`config.mk`:
```
export PLATFORM = sky130hd
export DESIGN_NAME = exec_commit_stage
export DESIGN_NICKNAME = d
export VERILOG_FILES = /design/src/rtl/exec_commit_stage.sv
export SDC_FILE = /design/constraint.sdc
export NUM_CORES = 1
export LEC_CHECK = 0
export CAP_MARGIN = 20
export CORE_MARGIN = 2
export CORE_UTILIZATION = 44
export CTS_CLUSTER_SIZE = 30
export DETAILED_ROUTE_END_ITERATION = 6
export PLACE_DENSITY_LB_ADDON = 0.1
export SYNTH_ARGS = -nofsm -noshare
export SYNTH_HDL_FRONTEND = slang
export SYNTH_SLANG_ARGS = --single-unit
```
`constraint.sdc`:
```
create_clock -name clk -period 3.3 [get_ports clk]
set_input_delay 0.825 -clock clk [delete_from_list [all_inputs] [get_ports clk]]
set_output_delay 0.825 -clock clk [all_outputs]
set_load 0.02 [all_outputs]
```
`src/rtl/exec_commit_stage.sv`:
```
// exec_commit_stage
// Registered commit stage sitting directly after the combinational ALU.
// Decodes the ARM condition field against the architectural NZCV flags and
// latches the ALU result into the execute/writeback register. It also owns
// the CPSR flag register and counts committed instructions.
//
// Ports:
//   clk, rst        clock (rising edge) and asynchronous active-high reset
//   in_valid        an instruction is presented on the ALU outputs
//   cond            ARM condition field of the presented instruction
//   rd              destination register index
//   alu_dataout     ALU result
//   alu_writeback   ALU opcode produces a register result
//   alu_flagsout    ALU flags {N,Z,C,V}
//   flags_we        instruction updates the flags
//   stall           hold all state; the presented instruction is not consumed
//   flush           kill the presented instruction and empty the output register
//   flags           architectural NZCV, fed back to the ALU
//   cond_pass       combinational condition result under the current flags
//   out_valid       output register holds a committed instruction
//   out_rd/out_data registered destination index and result
//   out_we          registered register-file write enable
//   out_pc_write    registered; committed write targets r15
//   retired_count   committed-instruction counter (wraps)
module exec_commit_stage #(
  parameter int DATA_W = 32,
  parameter int CNT_W  = 32
) (
  input  logic              clk,
  input  logic              rst,
  input  logic              in_valid,
  input  logic [3:0]        cond,
  input  logic [3:0]        rd,
  input  logic [DATA_W-1:0] alu_dataout,
  input  logic              alu_writeback,
  input  logic [3:0]        alu_flagsout,
  input  logic              flags_we,
  input  logic              stall,
  input  logic              flush,
  output logic [3:0]        flags,
  output logic              cond_pass,
  output logic              out_valid,
  output logic [3:0]        out_rd,
  output logic [DATA_W-1:0] out_data,
  output logic              out_we,
  output logic              out_pc_write,
  output logic [CNT_W-1:0]  retired_count
);

  logic flag_n, flag_z, flag_c, flag_v;
  logic commit;

  assign {flag_n, flag_z, flag_c, flag_v} = flags;

  always_comb begin
    cond_pass = 1'b0;
    case (cond)
      4'd0:    cond_pass = flag_z;
      4'd1:    cond_pass = ~flag_z;
      4'd2:    cond_pass = flag_c;
      4'd3:    cond_pass = ~flag_c;
      4'd4:    cond_pass = flag_n;
      4'd5:    cond_pass = ~flag_n;
      4'd6:    cond_pass = flag_v;
      4'd7:    cond_pass = ~flag_v;
      4'd8:    cond_pass = flag_c & ~flag_z;
      4'd9:    cond_pass = ~flag_c | flag_z;
      4'd10:   cond_pass = (flag_n == flag_v);
      4'd11:   cond_pass = (flag_n != flag_v);
      4'd12:   cond_pass = ~flag_z & (flag_n == flag_v);
      4'd13:   cond_pass = flag_z | (flag_n != flag_v);
      4'd14:   cond_pass = 1'b1;
      default: cond_pass = 1'b0; // NV never executes
    endcase
  end

  assign commit = in_valid & cond_pass & ~stall & ~flush;

  always_ff @(posedge clk or posedge rst) begin
    if (rst) begin
      flags         <= 4'b0000;
      out_valid     <= 1'b0;
      out_rd        <= 4'd0;
      out_data      <= '0;
      out_we        <= 1'b0;
      out_pc_write  <= 1'b0;
      retired_count <= '0;
    end else if (flush) begin
      // Flush outranks stall; out_rd/out_data are left stale.
      out_valid    <= 1'b0;
      out_we       <= 1'b0;
      out_pc_write <= 1'b0;
    end else if (!stall) begin
      out_valid    <= commit;
      out_we       <= commit & alu_writeback;
      out_pc_write <= commit & alu_writeback & (rd == 4'hF);
      if (in_valid) begin
        out_rd   <= rd;
        out_data <= alu_dataout;
      end
      if (commit && flags_we) begin
        flags <= alu_flagsout;
      end
      if (commit) begin
        retired_count <= retired_count + {{(CNT_W-1){1'b0}}, 1'b1};
      end
    end
  end

endmodule

```
==> metrics.txt <==
status=finished, final reports clean; Total GRT Usage=0.184; Std-Cell Rows=32; DIE WIDTH=92.4 um; via count of the first global-routing pass=2554; clock power share=0.288; total congestion overflow=0; fin util=0.670; Fill cells=approximately 630; Residual DRC=0; cell internal pwr=roughly 1.9 mW; max_slew headroom=0.598; fraction of post-synthesis cell area in the top cell type by area=0.546; hold depth=1; clock-pin slew on the worst setup and hold paths=0.07 ns; proportion of power drawn by flip-flops and latches=0.429; largest vdd supply drop=0.000327 V; clock tree from TritonCTS=yes; buffer levels on the longest clock path=2; largest fanout on the critical path=6; Netlist cell types=48; post-synthesis area per instance=12.8 um^2; Initial Util=0.450; post-route clock skew=0.0116 ns; most area-consuming cells after synthesis=sky130_fd_sc_hd__dfrtp_1 (55%), sky130_fd_sc_hd__mux2_2 (13%), sky130_fd_sc_hd__xnor2_1 (6.1%); height of the die=92.4 um; cts hold-fix bufs=0; number of routed nets with antenna violations=0; element type at the critical path start=input pin; WL/cell=14.6 um; Port-buffer cells=126; Ports=approximately 130; Post-layout nets=463; most common flop cell mapped by yosys=sky130_fd_sc_hd__dfrtp_1; Clk Tree Root Cell=sky130_fd_sc_hd__clkbuf_8; power per unit of standard cell area=between 500 and 600 mW/mm^2; FFs w/ async S/R, synth=1.00; setup slack after placement=-0.372 ns; period utilisation layout=0.878; core box area=0.00765 mm^2; fraction of power spent switching nets=0.290; number of enable-type register cells in the synthesized netlist=0; clock sink count=75; top cells by count, synth=sky130_fd_sc_hd__dfrtp_1 (75), sky130_fd_sc_hd__mux2_2 (41), sky130_fd_sc_hd__xnor2_1 (24); combinational group share of total power=0.283; synthesized area=0.00344 mm^2; global-route wire length before repair=12400 um; shortest period the worst path allows=between 2 and 3 ns; number of violations of the max-capacitance limit=0; Worst Reg2Reg Path Length in Cells=7; worst hold path class=reg -> reg; setup ws final=0.401 ns; required time of the critical path=approximately 2.5 ns; Yosys warning count=0; floorplan die area=0.00854 mm^2; count of final max-slew check failures=0; Sw Pwr=0.780 mW; Arr. time, crit path=2.07 ns; count of H-tree levels built during CTS=3; Detail Placement HPWL=between 5000 and 6000 um; Placer Congestion=0.797; Routed WL=7560 um; Inserted Clock Buffers=9; number of nets in the synthesized netlist=321; number of optimization iterations in the first detailed-route pass=5; leakage power summed over all cells=2.14 nW; vias per std cell=4.98; pin count of the biggest net entering global routing=between 40 and 50; biggest area consumer among synthesized cells=sky130_fd_sc_hd__dfrtp_1; highest routing layer actually used=met4; class of the most critical setup path=in -> out; highest attainable clock frequency=around 340 MHz; number of flip-flops and latches in the synthesized netlist=75; Least-Margin Pin Slew=0.602 ns; type of element capturing the critical path=output port; Finish-stage setup viols=0; routed length on met2=3540 um; Post-Place Cells=502; number of antenna diodes=0; final cell count without fillers=roughly 520; dominant cell by count in the synthesized netlist=sky130_fd_sc_hd__dfrtp_1; RSZ-0062 raised after global routing=no; Hold Vio Cnt, Final=0; count of mapped cells out of synthesis=269; proportion of layout cells with a drive suffix above 1=0.224; initial antenna violation count=0; P&R area growth vs syn=49.0%; initial DRC count=47; total number of vias=2578; sum of routed wire segments on met1=3470 um; met3 wirelength from detailed routing=452 um; post-synthesis sequential area ratio=0.546; insertion delay to the later sink of the worst-skew pair=0.34 ns
## per-stage QoR
step	cell area (um^2)	TNS (ns)	hold WS (ns)	total power [mW]
6_report	5120	0	0.466	2.69
5_1_grt	5120	0	0.481	2.83
4_1_cts	5100	0	0.477	2.72
3_5_place_dp	4890	-0.372	0.463	1.94
3_3_place_gp	4890	-0.382	0.458	1.92
2_1_floorplan	3440	0	0.578	1.54
## area by class of cell
class	instances	area, um^2	share of cell area
clock buffer	12	145	0.0283
tap	102	128	0.0249
timing repair buffer	141	1400	0.274
sequential	75	1880	0.366
multi-input combinational	178	1480	0.288
inverter	6	22.5	0.00440
clock inverter	4	73.8	0.0144
## timing repair
| action | CTS | global route |
|---|---|---|
| buffers inserted | 0 | 0 |
| resized for setup | 4 | 9 |
| endpoints found under the setup margin | 1 | 1 |
## cell families (layout without fill, tap and decap cells)
| kind of cell | Yosys count | in the layout | share of synthesized area |
|---|---|---|---|
| muxes | 42 | 42 | 0.137 |
| adders and majority gates | 1 | 1 | 0.00364 |
| xor gates and xnor gates | 33 | 33 | 0.0840 |
| DFF | 75 | 75 | 0.546 |
| buffers and inverters | 16 | 163 | 0.0269 |
| AOI/OAI and AO/OA | 20 | 20 | 0.0662 |
| and+or+nand+nor | 82 | 82 | 0.136 |
## per-layer routing
layer | vias to the layer above | global-route usage
met1 | 1255 | 0.255
met5 | - | 0
met3 | 10 | 0.0382
met2 | 80 | 0.288
li1 | 1233 | -
met4 | 0 | 0.0634
## final timing paths
kind / from / endpoint / slack (ns)
worst max-delay path: cond[2] / cond_pass / 0.40
worst min-delay path: retired_count[31]$_DFFE_PP0P_ / retired_count[31]$_DFFE_PP0P_ / 0.47
worst max register to register: retired_count[0]$_DFFE_PP0P_ / retired_count[20]$_DFFE_PP0P_ / 0.98
worst min register to register: retired_count[31]$_DFFE_PP0P_ / retired_count[31]$_DFFE_PP0P_ / 0.47
max in group asynchronous: rst / retired_count[1]$_DFFE_PP0P_ / 1.76
min in group asynchronous: rst / retired_count[13]$_DFFE_PP0P_ / 0.88
## layout by cell type, fill, tap and decap left out, types with 10 or more instances in the layout
cell / count
sky130_fd_sc_hd__dfrtp_1: 75
sky130_fd_sc_hd__buf_4: 11
sky130_fd_sc_hd__xnor2_1: 24
sky130_fd_sc_hd__clkbuf_8: 10
sky130_fd_sc_hd__nor2_1: 11
sky130_fd_sc_hd__nand3_1: 16
sky130_fd_sc_hd__mux2_2: 41
sky130_fd_sc_hd__nand2_1: 16
sky130_fd_sc_hd__clkdlybuf4s50_1: 121
## power groups by stage
stage / Sequential, mW / Clock, mW / Combinational, mW
after detailed placement: 1.17 / 0 / 0.766
after global routing: 1.17 / 0.842 / 0.812
after floorplan: 1.31 / 0 / 0.231
final: 1.15 / 0.774 / 0.760
after global placement: 1.16 / 0 / 0.760
after CTS: 1.15 / 0.795 / 0.768
## critical path, stage by stage
cell and delay [ns]:
sky130_fd_sc_hd__dlymetal6s2s_1 0.18, sky130_fd_sc_hd__buf_6 0.16, sky130_fd_sc_hd__and4bb_2 0.24, sky130_fd_sc_hd__a22oi_2 0.20
sky130_fd_sc_hd__o31a_2 0.18, sky130_fd_sc_hd__nand3_1 0.10, sky130_fd_sc_hd__buf_2 0.18
## sequential cells by signal, summed over array words and instances (netlist names)
signal,flops
out_data,32
retired_count,32
flags,4
out_rd,4
out_pc_write,1
out_valid,1
out_we,1
No activity file was read; power rests on OpenSTA's default activity.
